`src/rtl/itrx_aib_phy_io_buf_seq.sv`:
```
`default_nettype none
// ---------------------------------------------------------------------------
// itrx_aib_phy_io_buf_seq : glitch-safe mode sequencer for one AIB IO pad
// Rev 1.0
// ---------------------------------------------------------------------------
module itrx_aib_phy_io_buf_seq #(
  parameter int         DLY_W    = 8,
  parameter logic [2:0] RXEN_OFF = 3'b000,
  parameter logic [2:0] RXEN_DAT = 3'b001,
  parameter logic [2:0] RXEN_CLK = 3'b010
) (
  input  logic             clk,
  input  logic             rst,
  input  logic             por_vcc_io_i,
  input  logic             por_vcc_dig_i,
  input  logic             mode_req_i,
  input  logic [1:0]       mode_sel_i,
  input  logic [DLY_W-1:0] settle_cyc_i,
  input  logic             wkpu_cfg_i,
  input  logic             wkpd_cfg_i,
  input  logic [3:0]       drv_cfg_i,
  output logic             txen_o,
  output logic [2:0]       rxen_o,
  output logic             iweakpu_o,
  output logic             iweakpdn_o,
  output logic [1:0]       ipdrv_o,
  output logic [1:0]       indrv_o,
  output logic             tx_irstb_o,
  output logic             rx_irstb_o,
  output logic             mode_ack_o,
  output logic             busy_o,
  output logic [1:0]       cur_mode_o
);

  localparam logic [1:0] C_MODE_OFF = 2'b00;
  localparam logic [1:0] C_MODE_TX  = 2'b01;
  localparam logic [1:0] C_MODE_RXD = 2'b10;

  typedef enum logic [2:0] {
    S_POR, S_PWRUP, S_OFF, S_QUIESCE, S_ENABLE, S_RELEASE, S_ACTIVE
  } state_e;

  state_e           state_q;
  logic             req_q;
  logic [1:0]       tgt_q;
  logic [DLY_W-1:0] cnt_q;

  logic             w_req_edge;
  logic             w_por;
  logic             w_wkpu;
  logic             w_wkpd;
  logic [DLY_W-1:0] w_n_load;

  assign w_req_edge = mode_req_i & ~req_q;
  assign w_por      = por_vcc_io_i | por_vcc_dig_i;
  assign w_wkpu     = wkpu_cfg_i;
  assign w_wkpd     = wkpd_cfg_i & ~wkpu_cfg_i;
  // Counter holds N-1 so the step ends exactly N edges after the load.
  assign w_n_load   = (settle_cyc_i == '0) ? '0 : settle_cyc_i - 1'b1;

  always_ff @(posedge clk) begin
    req_q      <= rst ? 1'b0 : mode_req_i;
    mode_ack_o <= 1'b0;
    if (rst || w_por) begin
      state_q    <= S_POR;
      tgt_q      <= C_MODE_OFF;
      cnt_q      <= '0;
      txen_o     <= 1'b0;
      rxen_o     <= RXEN_OFF;
      iweakpu_o  <= 1'b0;
      iweakpdn_o <= 1'b0;
      ipdrv_o    <= 2'b00;
      indrv_o    <= 2'b00;
      tx_irstb_o <= 1'b0;
      rx_irstb_o <= 1'b0;
      busy_o     <= 1'b1;
      cur_mode_o <= C_MODE_OFF;
    end else begin
      case (state_q)
        S_POR: begin
          state_q <= S_PWRUP;
          cnt_q   <= w_n_load;
        end
        S_PWRUP: begin
          if (cnt_q == '0) begin
            state_q    <= S_OFF;
            busy_o     <= 1'b0;
            iweakpu_o  <= w_wkpu;
            iweakpdn_o <= w_wkpd;
          end else begin
            cnt_q <= cnt_q - 1'b1;
          end
        end
        S_OFF, S_ACTIVE: begin
          if (cur_mode_o == C_MODE_TX) begin
            iweakpu_o  <= 1'b0;
            iweakpdn_o <= 1'b0;
            ipdrv_o    <= drv_cfg_i[3:2];
            indrv_o    <= drv_cfg_i[1:0];
          end else begin
            iweakpu_o  <= w_wkpu;
            iweakpdn_o <= w_wkpd;
            ipdrv_o    <= 2'b00;
            indrv_o    <= 2'b00;
          end
          if (w_req_edge) begin
            if (mode_sel_i == cur_mode_o) begin
              mode_ack_o <= 1'b1;
            end else begin
              state_q    <= S_QUIESCE;
              tgt_q      <= mode_sel_i;
              cnt_q      <= w_n_load;
              busy_o     <= 1'b1;
              txen_o     <= 1'b0;
              rxen_o     <= RXEN_OFF;
              tx_irstb_o <= 1'b0;
              rx_irstb_o <= 1'b0;
              ipdrv_o    <= 2'b00;
              indrv_o    <= 2'b00;
              iweakpu_o  <= w_wkpu;
              iweakpdn_o <= w_wkpd;
            end
          end
        end
        S_QUIESCE: begin
          iweakpu_o  <= w_wkpu;
          iweakpdn_o <= w_wkpd;
          if (cnt_q != '0) begin
            cnt_q <= cnt_q - 1'b1;
          end else if (tgt_q == C_MODE_OFF) begin
            state_q <= S_RELEASE;
          end else begin
            state_q <= S_ENABLE;
            cnt_q   <= w_n_load;
            if (tgt_q == C_MODE_TX) begin
              txen_o     <= 1'b1;
              ipdrv_o    <= drv_cfg_i[3:2];
              indrv_o    <= drv_cfg_i[1:0];
              iweakpu_o  <= 1'b0;
              iweakpdn_o <= 1'b0;
            end else begin
              rxen_o <= (tgt_q == C_MODE_RXD) ? RXEN_DAT : RXEN_CLK;
            end
          end
        end
        S_ENABLE: begin
          if (tgt_q == C_MODE_TX) begin
            ipdrv_o <= drv_cfg_i[3:2];
            indrv_o <= drv_cfg_i[1:0];
          end else begin
            iweakpu_o  <= w_wkpu;
            iweakpdn_o <= w_wkpd;
          end
          if (cnt_q == '0) begin
            state_q <= S_RELEASE;
          end else begin
            cnt_q <= cnt_q - 1'b1;
          end
        end
        S_RELEASE: begin
          mode_ack_o <= 1'b1;
          busy_o     <= 1'b0;
          cur_mode_o <= tgt_q;
          tx_irstb_o <= (tgt_q == C_MODE_TX);
          rx_irstb_o <= tgt_q[1];
          state_q    <= (tgt_q == C_MODE_OFF) ? S_OFF : S_ACTIVE;
        end
        default: state_q <= S_POR;
      endcase
    end
  end

endmodule
`default_nettype wire

```
`config.mk`:
```
export PLATFORM = sky130hd
export DESIGN_NAME = itrx_aib_phy_io_buf_seq
export DESIGN_NICKNAME = d
export VERILOG_FILES = /design/src/rtl/itrx_aib_phy_io_buf_seq.sv
export SDC_FILE = /design/constraint.sdc
export NUM_CORES = 1
export LEC_CHECK = 0
export CORE_MARGIN = 4
export CORE_UTILIZATION = 51
export CTS_CLUSTER_DIAMETER = 50
export DETAILED_ROUTE_END_ITERATION = 12
export GPL_TIMING_DRIVEN = 0
export PLACE_DENSITY = 0.8
export SLEW_MARGIN = 20
export SYNTH_ARGS = -nofsm -noshare
export SYNTH_HDL_FRONTEND = slang
export SYNTH_SLANG_ARGS = --single-unit
```
`constraint.sdc`:
```
create_clock -name clk -period 5.8 [get_ports clk]
set_clock_uncertainty 0.2 [all_clocks]
set_input_delay 0.58 -clock clk [delete_from_list [all_inputs] [get_ports clk]]
set_output_delay 0.58 -clock clk [all_outputs]
set_load 0.005 [all_outputs]
```
==> results of run 1 <==
[layer usage]
layer / wire length (um) / vias to the layer above / part of all wire (%)
li1: - / 923 / -
met5: 0 / - / 0
met1: 2050 / 844 / 45
met3: 267 / 5 / 5.9
met2: 2190 / 59 / 48
met4: 49 / 0 / 1.1
[path summary, 6_finish.rpt]
path | depth (start not counted) | end | startpoint | slack [ps]
worst max register to register | 6 | indrv_o[0]$_SDFFE_PP0P_ | cnt_q[0]$_SDFFE_PP0P_ | 3000
worst min-delay path | 2 | ipdrv_o[0]$_SDFFE_PP0P_ | ipdrv_o[0]$_SDFFE_PP0P_ | 260
worst min register to register | 2 | ipdrv_o[0]$_SDFFE_PP0P_ | ipdrv_o[0]$_SDFFE_PP0P_ | 260
worst max-delay path | 6 | indrv_o[0]$_SDFFE_PP0P_ | cnt_q[0]$_SDFFE_PP0P_ | 3000
[sequential cells by signal, summed over array words and instances (netlist names)]
| name | cells |
|---|---|
| cur_mode_o | 2 |
| iweakpu_o | 1 |
| state_q | 3 |
| indrv_o | 2 |
| req_q | 1 |
| iweakpdn_o | 1 |
| mode_ack_o | 1 |
| ipdrv_o | 2 |
| tgt_q | 2 |
| tx_irstb_o | 1 |
| cnt_q | 8 |
| rx_irstb_o | 1 |
| txen_o | 1 |
| busy_o | 1 |
| rxen_o | 2 |
[worst reg2reg max path: cells and delay by family, from the launching register on]
| kind | cells | cell delay [ps] |
|---|---|---|
| DFF | 1 | 370 |
| and+or+nand+nor | 1 | 630 |
| buffers and inverters | 1 | 100 |
| AOI/OAI and AO/OA | 3 | 1190 |
| adders and majority gates | 1 | 160 |
[logic make-up after synthesis]
| family | count (synthesis) |
|---|---|
| xor+xnor | 12 |
| simple gates | 74 |
| compound gates | 81 |
| fa+ha+maj | 8 |
| flops | 29 |
| buf+inv | 25 |
| mux | 3 |
| other cells | 1 |
[per-stage QoR]
| step | power (mW) | hold slack [ps] | utilization, % | cells | instance area (um^2) |
|---|---|---|---|---|---|
| floorplan | 0.264 | 252 | - | 233 | 1830 |
| global placement | 0.293 | 248 | 65.6 | 314 | 2240 |
| detailed placement | 0.294 | 249 | 65.6 | 314 | 2240 |
| CTS | 0.435 | 264 | 67.7 | 322 | 2310 |
| global route | 0.457 | 311 | 67.7 | 322 | 2310 |
| finish | 0.431 | 265 | 67.7 | 322 | 2310 |
[cell usage after synthesis (2+ instances only)]
cell      instances
or3_1             3
o31a_1            2
o21ai_0          20
xor2_1            6
a21oi_1          29
inv_1            11
nor3_1            8
mux2i_1           2
dfxtp_1          29
a31oi_1           5
buf_2             2
and2_1            2
nor2b_1           5
ha_1              8
xnor2_1           6
nand2b_1          5
nand3_1           7
a21o_1            2
nor3b_1           5
nand2_1          15
clkbuf_1         10
o22a_1            6
or2_2             2
nor2_1           14
a211oi_1          5
[layout make-up]
| cell class | count | area (um^2) | area share, % |
|---|---|---|---|
| inverter | 11 | 41.3 | 1.79 |
| sequential | 29 | 581 | 25.1 |
| clock buffer | 7 | 65.1 | 2.82 |
| clock inverter | 1 | 5.00 | 0.217 |
| buffer | 14 | 58.8 | 2.54 |
| tap | 46 | 57.6 | 2.49 |
| multi-input combinational | 179 | 1150 | 49.9 |
| timing repair buffer | 35 | 350 | 15.2 |
[report_power, final]
part	switching [mW]	internal, mW
logic	0.0437	0.0403
registers	0.00404	0.202
clock network	0.0707	0.0701
total	0.118	0.313
==> run summary, run 1 <==
Top delay family on crit path -> compound AO/OA/AOI/OAI gates
unrepaired setup endpoints after global routing -> false
post-route minimum period -> 2800 ps
post-synth top area cell -> dfxtp_1
CP Capture Type -> flop
Syn Nets -> 262
mux cell area share after synthesis -> 1.71%
post-DP HPWL -> 3.42 mm
total CTS buffers -> 5
GR peak layer -> met2
WL/cell -> 14.1 um
Chip Height -> 68.0 um
FF+latch count, synth -> 29
met1 Resource Use GR -> 29.4%
PostCTS Resize Cnt -> 0
Port Buffer Count -> 35
DRT iter0 DRCs -> 179
Seq/Total Area, Yosys -> 31.7%
Die ar. -> 4620 um^2
pwr dens -> 187 nW/um^2
vias -> 1,831
Crit Path Max Fanout -> 8
Yosys warnings -> 0
largest net degree at the start of global routing -> 11
Synth area leaders -> dfxtp_1, a21oi_1, ha_1
Main synth FF type -> dfxtp_1
Synth Area in Adders -> 5.46%
TNS Setup -> 0 ps
Leak -> 0.815 nW
core footprint -> 3420 um^2
crit path buf inv count -> 1
Root Buffer -> clkbuf_4
CTS tree -> yes
clock buffer depth -> 2
first-pass GRT wire length -> 7.53 mm
number of max-cap violations -> 0
Overall Global Routing Usage -> 21.9%
final setup fails -> 0
simple-gate portion of the synthesized area -> 21.9%
grt ovf -> 0
Synth Area in Compound Gates -> 27.8%
pre-CTS WS -> 2790 ps
Layout Nets -> 304
Post-synth EDFFs -> 0
Slew @ Worst Pin -> 885 ps
die width -> 68.0 um
achievable clock frequency -> 357 MHz
CP startpoint kind -> flop
Post-Syn Area -> 1830 um^2
maximum vdd drop -> 0.000187 V
CP cell instances -> inv_1 -> ha_1 -> nor3b_1 -> a31oi_1 -> a211oi_1 -> o21ai_0
initial antenna violation count -> 0
clock-pin slew on the worst setup and hold paths -> 90 ps
vias per inst -> 5.69
Routed Antenna Nets -> 0
Synth Area per Inst -> 7.87 um^2
most frequent cells in the layout -> clkdlybuf4s50_1, a21oi_1, dfxtp_1
Initial Utilization -> 53.7%
Pre-Repair DR Iteration Count -> 4
XOR/XNOR share of the synthesized area -> 5.73%
synth-to-layout area growth -> 26.1%
Syn Inst Count -> 233
clk sinks -> 29
Fill cells -> 304
WL final -> 4.55 mm
gpl congestion -> 0.845
Global Route met3 Usage -> 5.58%
largest family of logic cells by synthesized area -> compound AO/OA/AOI/OAI gates
number of global-route vias before repair -> 1,625
Final Hold Viols -> 0
Worst EP required -> 5790 ps
critical path's largest stage delay -> 740 ps
hold_buf cts -> 0
share of layout cells above drive strength 1 -> 6.88%
top-area cell type share of the netlist area -> 31.7%
Hold Crit Class -> reg -> reg
drt drc -> 0
status -> finished clean
critical path arrival -> 2790 ps
IO Pins -> 37
Tcrit/Tclk final -> 48.3%
H-tree Lvls -> 2
Slew Limit Headroom -> 40.7%
Synth async-reset ratio -> 0%
GR Layer Usage met2 -> 32.9%
antenna cells -> 0
critical path type -> reg -> reg
Post-CTS Setup Bufs -> 0
fin. max-slew vios -> 0
PnR worst setup slack -> 3000 ps
Cell variety after synth -> 49
worst-path cell with the longest stage delay -> a211oi_1
Worst-Skew Late Latency -> 330 ps
row cnt -> 21
leading cell type in the layout, fill and taps excluded -> clkdlybuf4s50_1
Note: power is estimated with default switching activity, not from simulation.
==> inputs of run 2 (changes only) <==
--- a/config.mk
+++ b/config.mk
@@ -6,11 +6,11 @@
 export NUM_CORES = 1
 export LEC_CHECK = 0
 export CORE_MARGIN = 4
-export CORE_UTILIZATION = 51
+export CORE_UTILIZATION = 46
 export CTS_CLUSTER_DIAMETER = 50
 export DETAILED_ROUTE_END_ITERATION = 12
 export GPL_TIMING_DRIVEN = 0
-export PLACE_DENSITY = 0.8
+export PLACE_DENSITY = 0.76
 export SLEW_MARGIN = 20
 export SYNTH_ARGS = -nofsm -noshare
 export SYNTH_HDL_FRONTEND = slang
==> constraint.sdc (replaced) <==
create_clock -name clk -period 2.4 [get_ports clk]
set_clock_uncertainty 0.2 [all_clocks]
set_input_delay 0.24 -clock clk [delete_from_list [all_inputs] [get_ports clk]]
set_output_delay 0.24 -clock clk [all_outputs]
set_load 0.005 [all_outputs]
==> run 2 against run 1 <==
Effect of this change: routed wire length up 5.8%; final area increased by 5.1%; clock power grew to 3.7 times the previous value; combinational power grew to 2.7 times the previous value; largest cell class unchanged.
==> run summary, run 2 (same netlist as run 1, synthesis figures left out) <==
Sequential Area -> 582 um^2 (+0.22%)
number of global-route vias before repair -> 1,735 (+6.8%)
grt ovf -> 0 (unchanged)
CP cell instances -> inv_1 -> ha_1 -> nor2b_2 -> a211oi_2 -> or3_1 -> buf_2 -> o22a_1 -> a21oi_1
Die ar. -> 5060 um^2 (+9.6%)
hold_ws -> 258 ps (-6.31 ps)
Overall Global Routing Usage -> 19.3% (-2.6 points)
critical path type -> reg -> reg
Root Buffer -> clkbuf_8
Top delay family on crit path -> simple AND/OR/NAND/NOR gates
achievable clock frequency -> 436 MHz (+22%)
post-route minimum period -> 2290 ps (-511 ps)
most frequent cells in the layout -> clkdlybuf4s50_1, a21oi_1, dfxtp_1
Largest regs -> cnt_q x8, state_q x3
antenna cells -> 0 (unchanged)
worst-path cell with the longest stage delay -> dfxtp_1
max reg flops -> 8 (unchanged)
CP Capture Type -> flop
row cnt -> 22 (+4.8%)
critical path's largest stage delay -> 380 ps (-360 ps)
clock buffer depth -> 2 (unchanged)
die width -> 71.1 um (+4.7%)
final setup fails -> 0 (unchanged)
vias -> 1,845 (+0.76%)
share of layout cells above drive strength 1 -> 10.4% (+3.5 points)
vias per inst -> 5.66 (-0.47%)
total CTS buffers -> 5 (unchanged)
DRT iter0 DRCs -> 182 (+1.7%)
Fill cells -> 334 (+9.9%)
Final Hold Viols -> 0 (unchanged)
CP startpoint kind -> flop
pwr dens -> 516 nW/um^2 (+180%)
Slew @ Worst Pin -> 733 ps (-151 ps)
WL/cell -> 14.8 um (+4.5%)
post-DP HPWL -> 3.34 mm (-2.5%)
Worst EP required -> 2410 ps (-3380 ps)
multi-input logic area -> 1190 um^2 (+3.4%)
Layout Nets -> 306 (+0.66%)
CTS tree -> yes
fin. max-slew vios -> 0 (unchanged)
Pre-Repair DR Iteration Count -> 4 (unchanged)
WL final -> 4.82 mm (+5.8%)
critical path arrival -> 2300 ps (-490 ps)
clk sinks -> 29 (unchanged)
clock-pin slew on the worst setup and hold paths -> 60 ps (-30 ps)
Initial Utilization -> 49.0% (-4.7 points)
Crit Path Max Fanout -> 7 (-1)
core footprint -> 3740 um^2 (+9.6%)
first-pass GRT wire length -> 7.75 mm (+2.8%)
number of max-cap violations -> 0 (unchanged)
largest net degree at the start of global routing -> 11 (unchanged)
Tcrit/Tclk final -> 95.6% (+47 points)
IO Pins -> 37 (unchanged)
Worst-Skew Late Latency -> 290 ps (-40 ps)
maximum vdd drop -> 0.000429 V (+130%)
Hold Crit Class -> reg -> reg
Routed Antenna Nets -> 0 (unchanged)
Chip Height -> 71.1 um (+4.7%)
leading cell type in the layout, fill and taps excluded -> clkdlybuf4s50_1
status -> finished clean
crit path buf inv count -> 2 (+1)
Slew Limit Headroom -> 50.8% (+10 points)
drt drc -> 0 (unchanged)
H-tree Lvls -> 2 (unchanged)
Port Buffer Count -> 35 (unchanged)
Leak -> 0.862 nW (+5.7%)
Top reg by flops -> cnt_q
initial antenna violation count -> 0 (unchanged)
TNS Setup -> 0 ps (unchanged)
gpl congestion -> 0.874 (+3.4%)
synth-to-layout area growth -> 32.6%
## run 2: report_power, final
part	internal, mW	switching (mW)
Sequential	0.490	0.0109
Combinational	0.113	0.113
Clock	0.338	0.189
## run 2: metal layers
metal  part of all wire (%)  vias to the layer above  global-route usage (%)  routed length, um
met5                      0                        -                       0                  0
met4                    2.4                        0                    8.98                114
li1                       -                      934                       -                  -
met1                     48                      851                    25.2               2290
met3                    5.1                       10                    5.40                246
met2                     45                       50                    29.5               2170
## run 2: area by class of cell
cell class                 instances  share of cell area, %
buffer                            12                   2.42
inverter                          11                   1.70
multi-input combinational        179                   49.0
timing repair buffer              39                   15.7
clock buffer                       7                   3.55
clock inverter                     1                   1.24
tap                               48                   2.47
sequential                        29                   23.9
## run 2: per-stage QoR
stage / instances / power, mW / cell area, um^2 / util (%) / setup WS, ps
floorplan: 233 / 0.639 / 1830 / - / 168
global placement: 316 / 0.709 / 2240 / 59.9 / -263
detailed placement: 316 / 0.709 / 2240 / 59.9 / -252
CTS: 323 / 1.24 / 2380 / 63.5 / 0.124
global route: 326 / 1.30 / 2430 / 64.9 / -15.4
finish: 326 / 1.25 / 2430 / 64.9 / 107
## run 2: what timing repair did
item                       4_1_cts  5_1_grt
pin swaps                        1        2
setup buffers                    0        4
setup endpoints to repair       15        8
resized for setup                3       10
hold buffers                     0        0
## run 2: final timing paths
| kind | from | to | slack (ps) | cells past startpoint |
|---|---|---|---|---|
| max reg2reg | state_q[0]$_SDFFE_PP0P_ | cnt_q[4]$_SDFFE_PP0P_ | 110 | 8 |
| min reg2reg | ipdrv_o[0]$_SDFFE_PP0P_ | ipdrv_o[0]$_SDFFE_PP0P_ | 260 | 2 |
| min | ipdrv_o[0]$_SDFFE_PP0P_ | ipdrv_o[0]$_SDFFE_PP0P_ | 260 | 2 |
| max | state_q[0]$_SDFFE_PP0P_ | cnt_q[4]$_SDFFE_PP0P_ | 110 | 8 |
## run 2: worst min-delay path, stage by stage (launching register included)
cell and delay (ps):
dfxtp_1 310, nand2_1 50, o21ai_0 60
==> inputs of run 3 (changes only) <==
--- a/config.mk
+++ b/config.mk
@@ -11,6 +11,7 @@
 export DETAILED_ROUTE_END_ITERATION = 12
 export GPL_TIMING_DRIVEN = 0
 export PLACE_DENSITY = 0.76
+export REMOVE_ABC_BUFFERS = 1
 export SLEW_MARGIN = 20
 export SYNTH_ARGS = -nofsm -noshare
 export SYNTH_HDL_FRONTEND = slang
==> run 3 against run 2 <==
Effect of this change: fmax is 2.5% higher; first-iteration DRC count is 35% lower; power is 12% lower; global-route usage is 1.8 points lower; hold slack worse by 5.3 ps; clock-buffer cell count stayed put; final area is 2.9% lower; final cell count is 4.0% lower; critical endpoint is now cnt_q[6]$_SDFFE_PP0P_.
==> run summary, run 3 (same netlist as run 1, synthesis figures left out) <==
number of max-cap violations -> 0 (unchanged)
CP Capture Type -> flop
Crit Path Max Fanout -> 6 (-1)
critical path arrival -> 2190 ps (-110 ps)
most frequent cells in the layout -> clkdlybuf4s50_1, a21oi_1, dfxtp_1
placed cell count -> 303 (-4.1%)
Initial Utilization -> 49.0% (unchanged)
clock buffer depth -> 2 (unchanged)
post-route minimum period -> 2240 ps (-55.9 ps)
share of layout cells above drive strength 1 -> 9.81% (-0.62 points)
clk sinks -> 29 (unchanged)
Root Buffer -> clkbuf_8
Hold Path End -> ipdrv_o[0]$_SDFFE_PP0P_
Largest regs -> cnt_q x8, state_q x3
Leak -> 0.824 nW (-4.4%)
row cnt -> 22 (unchanged)
Layout Nets -> 294 (-3.9%)
Routed Antenna Nets -> 0 (unchanged)
die width -> 71.1 um (unchanged)
Tcrit/Tclk final -> 93.2% (-2.3 points)
worst r2r src -> state_q[1]$_SDFFE_PP0P_
Sequential Area -> 582 um^2 (unchanged)
number of global-route vias before repair -> 1,650 (-4.9%)
max reg flops -> 8 (unchanged)
Fill cells -> 345 (+3.3%)
core footprint -> 3740 um^2 (unchanged)
Port Buffer Count -> 35 (unchanged)
min-delay src -> ipdrv_o[0]$_SDFFE_PP0P_
FF-to-FF setup slack -> 170 ps (+60 ps)
Final Hold Viols -> 0 (unchanged)
unrepaired setup endpoints after global routing -> false
CTS tree -> yes
Worst-Skew Late Latency -> 270 ps (-20 ps)
Die ar. -> 5060 um^2 (unchanged)
Pre-Repair DR Iteration Count -> 4 (unchanged)
pwr dens -> 470 nW/um^2 (-9.0%)
multi-input logic area -> 1200 um^2 (+0.53%)
gpl congestion -> 0.864 (-1.2%)
leading cell type in the layout, fill and taps excluded -> clkdlybuf4s50_1
WL/cell -> 13.8 um (-6.7%)
H-tree Lvls -> 2 (unchanged)
drt drc -> 0 (unchanged)
initial antenna violation count -> 0 (unchanged)
CP startpoint kind -> input port
vias per inst -> 5.66 (about the same)
post-DP HPWL -> 3.21 mm (-3.7%)
first-pass GRT wire length -> 7.40 mm (-4.5%)
Top reg by flops -> cnt_q
Worst EP required -> 2360 ps (-50 ps)
Reg2Reg Depth -> 7 (-1)
Crit Reg-Reg Endpoint -> cnt_q[3]$_SDFFE_PP0P_
Slew @ Worst Pin -> 720 ps (-12.8 ps)
clock-pin slew on the worst setup and hold paths -> 60 ps (about the same)
total CTS buffers -> 5 (unchanged)
antenna cells -> 0 (unchanged)
grt ovf -> 0 (unchanged)
Chip Height -> 71.1 um (unchanged)
hold_ws -> 253 ps (-5.32 ps)
Slew Limit Headroom -> 51.7% (+0.86 points)
Layout Cells excl Fill -> 313 (-4.0%)
critical path type -> in -> reg
achievable clock frequency -> 447 MHz (+2.5%)
vias -> 1,773 (-3.9%)
Overall Global Routing Usage -> 17.5% (-1.8 points)
final setup fails -> 0 (unchanged)
fin. max-slew vios -> 0 (unchanged)
hold path cells -> 2 (unchanged)
DRT iter0 DRCs -> 119 (-35%)
Hold Crit Class -> reg -> reg
largest net degree at the start of global routing -> 20 (+9)
maximum vdd drop -> 0.000344 V (-20%)
synth-to-layout area growth -> 28.7%
status -> finished clean
IO Pins -> 37 (unchanged)
WL final -> 4.32 mm (-10%)
-- run 3: worst max path at each step --
stage | slack (ps) | from | end
after global placement | -370 | mode_req_i | cnt_q[5]$_SDFFE_PP0P_
after CTS | 60 | cnt_q[0]$_SDFFE_PP0P_ | cnt_q[4]$_SDFFE_PP0P_
after global routing | 20 | state_q[1]$_SDFFE_PP0P_ | cnt_q[2]$_SDFFE_PP0P_
after floorplan | 200 | cnt_q[0]$_SDFFE_PP0P_ | cnt_q[2]$_SDFFE_PP0P_
after detailed placement | -350 | mode_req_i | cnt_q[4]$_SDFFE_PP0P_
final | 160 | settle_cyc_i[5] | cnt_q[6]$_SDFFE_PP0P_
-- run 3: where the power goes --
group | switching, mW | internal, mW
logic | 0.107 | 0.110
registers | 0.0104 | 0.490
clock network | 0.164 | 0.227
total | 0.282 | 0.826
-- run 3: stage by stage --
stage / util (%) / power (mW) / cell area (um^2) / setup WS, ps / TNS [ps]
floorplan: - / 0.632 / 1770 / 199 / 0
global placement: 58.4 / 0.700 / 2180 / -366 / -4300
detailed placement: 58.7 / 0.703 / 2200 / -352 / -3510
CTS: 61.6 / 1.10 / 2310 / 55.7 / 0
global route: 63.0 / 1.17 / 2360 / 19.8 / 0
finish: 63.0 / 1.11 / 2360 / 163 / 0
-- run 3: critical path, cell delays in order --
cell and delay (ps):
clkdlybuf4s50_1 440, or4_1 580, nor4b_1 400, or3_1 280
o22a_1 180, a21oi_1 60
-- run 3: layout make-up --
type                    instances  share of cell area [%]
multi-input cells             179                    50.7
flip-flops and latches         29                    24.7
repair buffers                 39                    16.6
clock buffers                   7                    3.66
well taps                      48                    2.55
inverters                      11                    1.75
-- run 3: per-layer routing --
metal,GRT usage [%],up-vias,share of wire (%)
li1,-,905,-
met1,24.7,828,48
met2,27.9,36,47
met3,4.40,4,4.6
met4,1.67,0,0.65
met5,0,-,0
-- run 3: timing repair --
item,in CTS,in global routing
endpoints found under the setup margin,13,8
gates resized for setup,4,5
hold endpoints to repair,0,0
buffers inserted,0,3
hold buffers,0,0
pin swaps,0,2
